## src/rtl/bullet_manager.sv

```systemverilog
// Bullet pool for the sprite draw stage: spawns bullets on fire, moves them on
// each frame tick, and reports per-pixel coverage plus the 8x8 sprite ROM index.
module bullet_manager #(
    parameter int NUM_BULLETS = 4,
    parameter int SPEED       = 4,
    parameter int SPR_DIM     = 8
) (
    input  logic                   vga_clk,
    input  logic                   reset_n,
    input  logic                   frame_tick,
    input  logic                   fire,
    input  logic [9:0]             fire_x,
    input  logic [9:0]             fire_y,
    input  logic [1:0]             fire_dir,
    input  logic [9:0]             DrawX,
    input  logic [9:0]             DrawY,
    output logic                   bullet_on,
    output logic [5:0]             rom_address,
    output logic [NUM_BULLETS-1:0] active,
    output logic                   fire_drop,
    output logic                   busy
);
    typedef enum logic {IDLE = 1'b0, UPDATE = 1'b1} state_t;

    localparam logic [10:0] SPD   = 11'(SPEED);
    localparam logic [10:0] X_MAX = 11'(640 - SPR_DIM);
    localparam logic [10:0] Y_MAX = 11'(480 - SPR_DIM);
    localparam logic [10:0] DIM   = 11'(SPR_DIM);

    state_t                 state_q, state_d;
    logic [2:0]             idx_q, idx_d;
    logic [9:0]             x_q [NUM_BULLETS];
    logic [9:0]             x_d [NUM_BULLETS];
    logic [9:0]             y_q [NUM_BULLETS];
    logic [9:0]             y_d [NUM_BULLETS];
    logic [1:0]             dir_q [NUM_BULLETS];
    logic [1:0]             dir_d [NUM_BULLETS];
    logic [NUM_BULLETS-1:0] active_q, active_d;
    logic                   pend_q, pend_d;
    logic [9:0]             pend_x_q, pend_x_d, pend_y_q, pend_y_d;
    logic [1:0]             pend_dir_q, pend_dir_d;
    logic                   fire_drop_q, fire_drop_d;
    logic                   busy_q, busy_d;
    logic                   bullet_on_q, bullet_on_d;
    logic [5:0]             rom_q, rom_d;

    logic                   spawn_s, found_s, hit_s;
    logic [9:0]             spawn_x_s, spawn_y_s;
    logic [1:0]             spawn_dir_s;
    logic [10:0]            cx_s, cy_s, px_s, py_s;

    // Next-state: FSM, spawn/pending handling, slot movement, pixel lookup
    always_comb begin
        state_d     = state_q;
        idx_d       = idx_q;
        x_d         = x_q;
        y_d         = y_q;
        dir_d       = dir_q;
        active_d    = active_q;
        pend_d      = pend_q;
        pend_x_d    = pend_x_q;
        pend_y_d    = pend_y_q;
        pend_dir_d  = pend_dir_q;
        fire_drop_d = 1'b0;
        spawn_s     = 1'b0;
        spawn_x_s   = fire_x;
        spawn_y_s   = fire_y;
        spawn_dir_s = fire_dir;
        found_s     = 1'b0;
        hit_s       = 1'b0;
        bullet_on_d = 1'b0;
        rom_d       = 6'd0;
        cx_s        = 11'd0;
        cy_s        = 11'd0;
        px_s        = {1'b0, DrawX};
        py_s        = {1'b0, DrawY};

        // A pending fire is served first; a fresh fire in that cycle queues behind it
        if (state_q == IDLE) begin
            if (pend_q) begin
                spawn_s     = 1'b1;
                spawn_x_s   = pend_x_q;
                spawn_y_s   = pend_y_q;
                spawn_dir_s = pend_dir_q;
                pend_d      = fire;
                if (fire) begin
                    pend_x_d   = fire_x;
                    pend_y_d   = fire_y;
                    pend_dir_d = fire_dir;
                end else begin
                    pend_x_d   = pend_x_q;
                end
            end else begin
                spawn_s = fire;
            end
        end else begin
            if (fire) begin
                pend_d     = 1'b1;
                pend_x_d   = fire_x;
                pend_y_d   = fire_y;
                pend_dir_d = fire_dir;
            end else begin
                pend_d = pend_q;
            end
        end

        if (spawn_s) begin
            for (int i = 0; i < NUM_BULLETS; i++) begin
                if (!found_s && !active_q[i]) begin
                    found_s     = 1'b1;
                    active_d[i] = 1'b1;
                    x_d[i]      = spawn_x_s;
                    y_d[i]      = spawn_y_s;
                    dir_d[i]    = spawn_dir_s;
                end else begin
                    found_s = found_s;
                end
            end
            fire_drop_d = !found_s;
        end else begin
            fire_drop_d = 1'b0;
        end

        case (state_q)
            IDLE: begin
                if (frame_tick) begin
                    state_d = UPDATE;
                    idx_d   = 3'd0;
                end else begin
                    state_d = IDLE;
                end
            end
            UPDATE: begin
                for (int i = 0; i < NUM_BULLETS; i++) begin
                    if (idx_q == 3'(i) && active_q[i]) begin
                        cx_s = {1'b0, x_q[i]};
                        cy_s = {1'b0, y_q[i]};
                        case (dir_q[i])
                            2'd0: if (cy_s < SPD) active_d[i] = 1'b0;
                                  else y_d[i] = 10'(cy_s - SPD);
                            2'd1: if (cx_s + SPD > X_MAX) active_d[i] = 1'b0;
                                  else x_d[i] = 10'(cx_s + SPD);
                            2'd2: if (cy_s + SPD > Y_MAX) active_d[i] = 1'b0;
                                  else y_d[i] = 10'(cy_s + SPD);
                            2'd3: if (cx_s < SPD) active_d[i] = 1'b0;
                                  else x_d[i] = 10'(cx_s - SPD);
                            default: active_d[i] = 1'b0;
                        endcase
                    end else begin
                        active_d[i] = active_d[i];
                    end
                end
                if (idx_q == 3'(NUM_BULLETS - 1)) begin
                    state_d = IDLE;
                    idx_d   = 3'd0;
                end else begin
                    idx_d = idx_q + 3'd1;
                end
            end
            default: begin
                state_d = IDLE;
                idx_d   = 3'd0;
            end
        endcase

        busy_d = (state_d == UPDATE);

        // Lowest-index hit wins; offsets are < 8 so 3-bit differences suffice
        for (int i = 0; i < NUM_BULLETS; i++) begin
            if (!hit_s && active_q[i]
                && px_s >= {1'b0, x_q[i]} && px_s < {1'b0, x_q[i]} + DIM
                && py_s >= {1'b0, y_q[i]} && py_s < {1'b0, y_q[i]} + DIM) begin
                hit_s       = 1'b1;
                bullet_on_d = 1'b1;
                rom_d       = {DrawY[2:0] - y_q[i][2:0], DrawX[2:0] - x_q[i][2:0]};
            end else begin
                hit_s = hit_s;
            end
        end
    end

    // State registers with asynchronous active-low reset
    always_ff @(posedge vga_clk or negedge reset_n) begin
        if (!reset_n) begin
            state_q     <= IDLE;
            idx_q       <= 3'd0;
            active_q    <= '0;
            pend_q      <= 1'b0;
            pend_x_q    <= 10'd0;
            pend_y_q    <= 10'd0;
            pend_dir_q  <= 2'd0;
            fire_drop_q <= 1'b0;
            busy_q      <= 1'b0;
            bullet_on_q <= 1'b0;
            rom_q       <= 6'd0;
            for (int i = 0; i < NUM_BULLETS; i++) begin
                x_q[i]   <= 10'd0;
                y_q[i]   <= 10'd0;
                dir_q[i] <= 2'd0;
            end
        end else begin
            state_q     <= state_d;
            idx_q       <= idx_d;
            active_q    <= active_d;
            pend_q      <= pend_d;
            pend_x_q    <= pend_x_d;
            pend_y_q    <= pend_y_d;
            pend_dir_q  <= pend_dir_d;
            fire_drop_q <= fire_drop_d;
            busy_q      <= busy_d;
            bullet_on_q <= bullet_on_d;
            rom_q       <= rom_d;
            x_q         <= x_d;
            y_q         <= y_d;
            dir_q       <= dir_d;
        end
    end

    assign bullet_on   = bullet_on_q;
    assign rom_address = rom_q;
    assign active      = active_q;
    assign fire_drop   = fire_drop_q;
    assign busy        = busy_q;
endmodule
```

## config.mk

```make
export PLATFORM = sky130hd
export DESIGN_NAME = bullet_manager
export DESIGN_NICKNAME = d
export VERILOG_FILES = /design/src/rtl/bullet_manager.sv
export SDC_FILE = /design/constraint.sdc
export NUM_CORES = 1
export LEC_CHECK = 0
export CORE_UTILIZATION = 49
export CTS_CLUSTER_SIZE = 28
export DETAILED_ROUTE_END_ITERATION = 6
export PLACE_DENSITY = 0.67
export SLEW_MARGIN = 20
export SYNTH_ARGS = -nofsm -noshare
export SYNTH_HDL_FRONTEND = slang
export SYNTH_SLANG_ARGS = --single-unit
```

## constraint.sdc

```tcl
create_clock -name vga_clk -period 4.9 [get_ports vga_clk]
set_input_delay 0.98 -clock vga_clk [delete_from_list [all_inputs] [get_ports vga_clk]]
set_output_delay 0.98 -clock vga_clk [all_outputs]
set_load 0.1 [all_outputs]
```

======== After elaboration in Yosys (flattened, before gate mapping) ========
Cells that the tools add are included.
word-level totals
  flip-flop bits (word level) ............. 127
  input port bits ......................... 46
  output and inout port bits .............. 13
  logic and storage cells ................. 268
cells by class
  add/sub/neg operators ................... 33
  $lt $le $gt $ge ......................... 32
  equality and inequality tests ........... 17
  mux-type cells .......................... 116
  bitwise logic cells ..................... 2
  reductions and logical operators ........ 46
operators with widths
  cell                                                                                number
  10-bit 2-to-1 mux                                                                   42
  40-bit 2-to-1 mux                                                                   4
  10-bit case mux with 2 select lines                                                 8
  10-bit by 3-bit adder with 11-bit output (second input constant)                    8
  10-bit by 4-bit adder with 11-bit output (second input constant)                    8
  10-bit by 11-bit < comparator with 1-bit output                                     8
  10-bit >= comparator                                                                8
  10-bit by 3-bit < comparator with 1-bit output (second input constant)              8
  10-bit by 3-bit subtractor with 10-bit output (second input constant)               8
  11-bit by 10-bit greater-than comparator with 1-bit output (second input constant)  4
  11-bit by 9-bit greater-than comparator with 1-bit output (second input constant)   4
  1-bit 2-to-1 mux                                                                    43
  1-bit logical AND                                                                   26
  6-bit 2-to-1 mux                                                                    4
  3-bit subtractor                                                                    8
  2-bit equality test (second input constant)                                         8
  1-bit case mux with 4 select lines                                                  4
  1-bit logical NOT                                                                   10
  2-bit 2-to-1 mux                                                                    5
  2-bit by 1-bit equality test with 1-bit output (second input constant)              4
  2-bit logical NOT                                                                   4
  4-bit 2-to-1 mux                                                                    2
  2-bit AND reduction                                                                 4
  3-bit by 2-bit equality test with 1-bit output (second input constant)              2
  9 further kinds                                                                     12

======== Longest topological paths before layout ========
  depth after elaboration ................. 27
  mapped depth ............................ 14
  gate-level depth less buffers ........... 13

======== Least setup slack after synthesis ========
Ideal clock, no wire load.
  kind .................................... input to register
  start point ............................. in DrawY[0]
  end point ............................... reg rom_q[1] (netlist: rom_address[1])
  setup time .............................. 0.090 ns
  arrival time ............................ 2.944 ns
  required time ........................... 4.810 ns
  path slack .............................. 1.866 ns
  stages .................................. 10
  path buffers ............................ 0
  path through ............................ inv_1 -> ha_1 -> fa_1 -> a31o_2 -> a21oi_1 -> o2111ai_1 -> a221o_1 -> nor3_2 -> nand4_1 -> o221ai_1
between the ends
  word-level cells in the longest chain between the ends .. 25
  elaborated cells between the ends (all ways) .. 35
  those cells by class .................... order compare (8); mux (7); reduce/logical (20)
ends and longest elaborated chain
  what                             RTL line  source
  start, declared                  16        input logic [9:0] DrawY,
  10-bit >= comparator             172       && py_s >= {1'b0, y_q[i]} && py_s < {1'b0, y_q[i]} + DIM) begin
  1-bit logical AND (2 in series)  172
  1-bit 2-to-1 mux                 170       if (!hit_s && active_q[i]
  1-bit logical NOT                170
  1-bit logical AND                170
  1-bit logical AND (2 in series)  171       && px_s >= {1'b0, x_q[i]} && px_s < {1'b0, x_q[i]} + DIM
  1-bit logical AND (2 in series)  172
  1-bit 2-to-1 mux                 170
  (+4 left out)                    -
  1-bit logical AND (2 in series)  172
  1-bit 2-to-1 mux                 170
  1-bit logical NOT                170
  1-bit logical AND                170
  1-bit logical AND (2 in series)  171
  1-bit logical AND (2 in series)  172
  6-bit 2-to-1 mux *               170
  named net rom_d[1]               45        logic [5:0] rom_q, rom_d;
  end signal, assigned             212       rom_q <= rom_d;
  end, declared                    45
The timed path passes the listed nets; every way through them passes the cells marked *.
A chain may end at the register's enable or synchronous reset.

======== Final worst setup path ========
  start point ............................. in DrawX[4]
  end point ............................... reg rom_q[5] (netlist: rom_address[5])
between the ends
  word-level cells in the longest chain between the ends .. 27
  elaborated cells between the ends (all ways) .. 37
  those cells by class .................... order compare (8); mux (7); reduce/logical (22)
ends and longest elaborated chain
  what                             RTL line  source
  start, declared                  15        input logic [9:0] DrawX,
  10-bit >= comparator             171
  1-bit logical AND (2 in series)  171
  1-bit logical AND (2 in series)  172
  1-bit 2-to-1 mux                 170
  1-bit logical NOT                170
  1-bit logical AND                170
  1-bit logical AND (2 in series)  171
  1-bit logical AND (2 in series)  172
  (+5 left out)                    -
  1-bit logical AND (2 in series)  172
  1-bit 2-to-1 mux                 170
  1-bit logical NOT                170
  1-bit logical AND                170
  1-bit logical AND (2 in series)  171
  1-bit logical AND (2 in series)  172
  6-bit 2-to-1 mux *               170
  named net rom_d[5]               45
Marks and branches as above.

==> metrics.md <==
| Metric | Value |
|---|---|
| Hold Fails Final Rpt | 0 |
| Chip height | between 150 and 200 µm |
| Net count, final | approximately 1900 |
| Worst Setup Start Kind | input port |
| Core outline area | around 27000 µm² |
| Max Freq | ~0.27 GHz |
| Final core occ | 0.553 |
| CTS buffer count | 17 |
| Syn Nets | approximately 1900 |
| Static Leak | 6.33 nW |
| Die area | between 20000 and 30000 µm² |
| Power density over cell area | 604 nW/µm² |
| CTS max path bufs | 2 |
| Synthesis Warnings | 0 |
| Most used DFF post-synth | dfrtp_1 |
| Port bufs | 58 |
| Worst skew pair latency | between 0.4 and 0.5 ns |
| Status | finished, final reports clean |
| DRT iter0 DRCs | 1302 |
| Initial antenna violation count | 0 |
| Normalized max-slew margin | 0.280 |
| Vias in the first global route | roughly 12000 |
| Post-synth EDFFs | 0 |
| Tightest Pin Transition | 1.05 ns |
| Reg clk slew, reported paths | 0.06 ns |
| Max-cap violations | 0 |
| VDD IR max | around 0.43 mV |
| Min Tclk post-route | between 3 and 4 ns |
| Share of synthesized registers carrying an async set or reset | 1.00 |
| Pin count of the biggest net entering global routing | 61 |
| Clock Root Buffer | clkbuf_16 |
| Via Count | about 13000 |
| Min-delay worst type | reg -> reg |
| Synth-to-Final Area Change | 9.89% |
| CTS Hold Buffers Added | 0 |
| Diodes inserted | 0 |
| # DRC | 0 |
| Worst Path Required | 5.20 ns |
| Post-DRT Antenna Nets | 0 |
| WHS | slightly above 0.5 ns |
| Initial Utilization | 0.503 |
| Post-synth cell types | 85 |
| Final setup violation count | 0 |
| Cts repair resizes | 0 |
| Cell Area, Synth | around 14000 µm² |
| Fillcell total | 2573 |
| Vias per inst | around 6.2 |
| CP max FO | 9 |
| Routed wire length | approximately 43000 µm |
| First-pass GRT wire length | roughly 68000 µm |
| Max-slew violations | 0 |
| Sequential share of the synthesized area | 0.232 |
| I/O pin cnt | 59 |
| Post-CTS setup buffers | 0 |
| Crit. End Element | flip-flop |
| Routed length per instance | between 20 and 25 µm |
| Total grt overflow | 0 |
| Tot Pwr | slightly above 9 mW |
| Post-DP HPWL | between 30000 and 40000 µm |
| CTS tree | done |
| Cells after synthesis | about 1700 |
| H-Tree Depth | 4 |
| All-Layer GR Usage | 0.307 |
| DR pass1 iterations | 7 |
| Worst setup path category | in -> reg |
| Sink Count | about 130 |
| Syn avg cell area | just over 8 µm² |
| Unrepaired setup endpoints after global routing | no |
| Final instance area | ~15000 µm² |
| Post-DP Area | between 10000 and 15000 µm² |
| Die width | between 150 and 200 µm |
| CP arrival | slightly above 4 ns |
| Clk_skew | 0.00938 ns |
| # rows | 60 |
| GPL Wtd Cong | approximately 0.95 |
| Setup TNS | 0 ns |
| Synthesized flop and latch total | about 130 |
| Final period util | 0.767 |
| Fraction of layout cells with a size suffix above 1 | 0.0621 |
## synthesized netlist by cell type, drive strengths merged (12+ instances only)
cell type / n / area [µm²]
ha: 188 / 2350
nor2: 152 / 571
nand2: 150 / 563
dfrtp: 127 / 3180
a21oi: 114 / 571
o21ai: 111 / 556
inv: 103 / 387
xnor2: 83 / 727
nand3: 72 / 373
clkbuf: 46 / 174
buf: 45 / 274
nor3: 42 / 235
o22ai: 39 / 244
mux2i: 26 / 260
mux2: 23 / 259
nand4: 23 / 144
o221ai: 21 / 184
o31ai: 18 / 135
a211oi: 17 / 128
a211o: 16 / 141
a21o: 16 / 120
o211ai: 16 / 120
nor4: 14 / 93.8
and3: 13 / 82.6
a31oi: 12 / 75.1
nor2b: 12 / 75.1
or3: 12 / 80.1
## cells by family after synthesis
logic type | count (synthesis) | share of synthesized area
xor gates and xnor gates | 94 | 0.0602
adders and majority gates | 196 | 0.184
muxes | 49 | 0.0380
buffers and inverters | 198 | 0.0621
DFF | 127 | 0.232
and+or+nand+nor | 541 | 0.190
AOI/OAI and AO/OA | 485 | 0.234
## placed cells by master, fill, tap and decap left out, types with 7 or more instances in the layout
cell type	count
a2111oi_0	8
a211o_1	15
a211oi_1	17
a21boi_0	7
a21o_1	16
a21oi_1	114
a22oi_1	7
a31oi_1	12
and3_1	12
buf_4	20
clkbuf_16	17
clkdlybuf4s50_1	57
dfrtp_1	127
fa_1	8
ha_1	188
inv_1	103
mux2_2	23
mux2i_1	26
nand2_1	150
nand2b_1	11
nand3_1	71
nand4_1	23
nor2_1	152
nor2b_1	11
nor3_1	37
nor4_1	13
o211ai_1	16
o21a_1	9
o21ai_0	105
o221ai_1	21
o22ai_1	39
o31ai_1	18
o32ai_1	9
or2_2	7
or3_1	11
xnor2_1	83
xor2_1	11
## path summary, 6_finish.rpt
check / start / endpoint / slack, ns / cells past startpoint
worst max-delay path: DrawX[4] / rom_address[5] / 1.14 / 10
worst min-delay path: pend_y_q[2] / pend_y_q[2] / 0.51 / 1
worst max register to register: x_q[24] / rom_address[5] / 1.51 / 12
worst min register to register: pend_y_q[2] / pend_y_q[2] / 0.51 / 1
max in group asynchronous: reset_n / idx_q[1] / 3.38 / 2
min in group asynchronous: reset_n / x_q[34] / 0.53 / 1
## state kept, by name, summed over array words and instances (netlist names)
register / cells
bullet_on: 1
dir_q: 8
pend_x_q: 10
rom_address: 6
busy: 1
pend_q: 1
active: 4
pend_y_q: 10
pend_dir_q: 2
idx_q: 3
x_q: 40
fire_drop: 1
y_q: 40
## metrics by stage
stage / cells / setup WS [ns]
floorplan: 1690 / 1.87
global placement: 2049 / 0.928
detailed placement: 2049 / 0.801
CTS: 2080 / 1.22
global route: 2080 / 1.01
finish: 2080 / 1.14
## critical path, stage by stage
cell and delay, ns:
clkdlybuf4s50_1 0.78, ha_1 0.32, nor4_1 0.23, or3_1 0.15
a21oi_1 0.05, o31ai_1 0.47, nand4_1 0.44, nor2b_1 0.29
a211oi_1 0.23, o22ai_1 0.10
## power breakdown
part | internal, mW | total (mW) | switching [mW]
clock | 0.810 | 1.32 | 0.507
combinational | 2.19 | 5.47 | 3.28
sequential | 1.43 | 2.29 | 0.866
## routing by layer
metal / wire length (µm) / vias up / part of all wire / track usage
met5: 0 / - / 0 / 0
met4: 1220 / 0 / 0.028 / 0.107
met3: 3350 / 60 / 0.078 / 0.0402
met2: 19400 / 485 / 0.45 / 0.496
met1: 19000 / 6214 / 0.44 / 0.422
li1: - / 6202 / - / -
## cell type report
type / instances / area [µm²] / share of cell area
Inverter: 107 / 402 / 0.0267
Clock buffer: 21 / 450 / 0.0300
Tap cell: 372 / 465 / 0.0310
Clock inverter: 10 / 139 / 0.00924
Sequential cell: 127 / 3180 / 0.211
Timing Repair Buffer: 78 / 732 / 0.0487
Multi-Input combinational cell: 1365 / 9660 / 0.643
(Power assumes the default switching activity.)
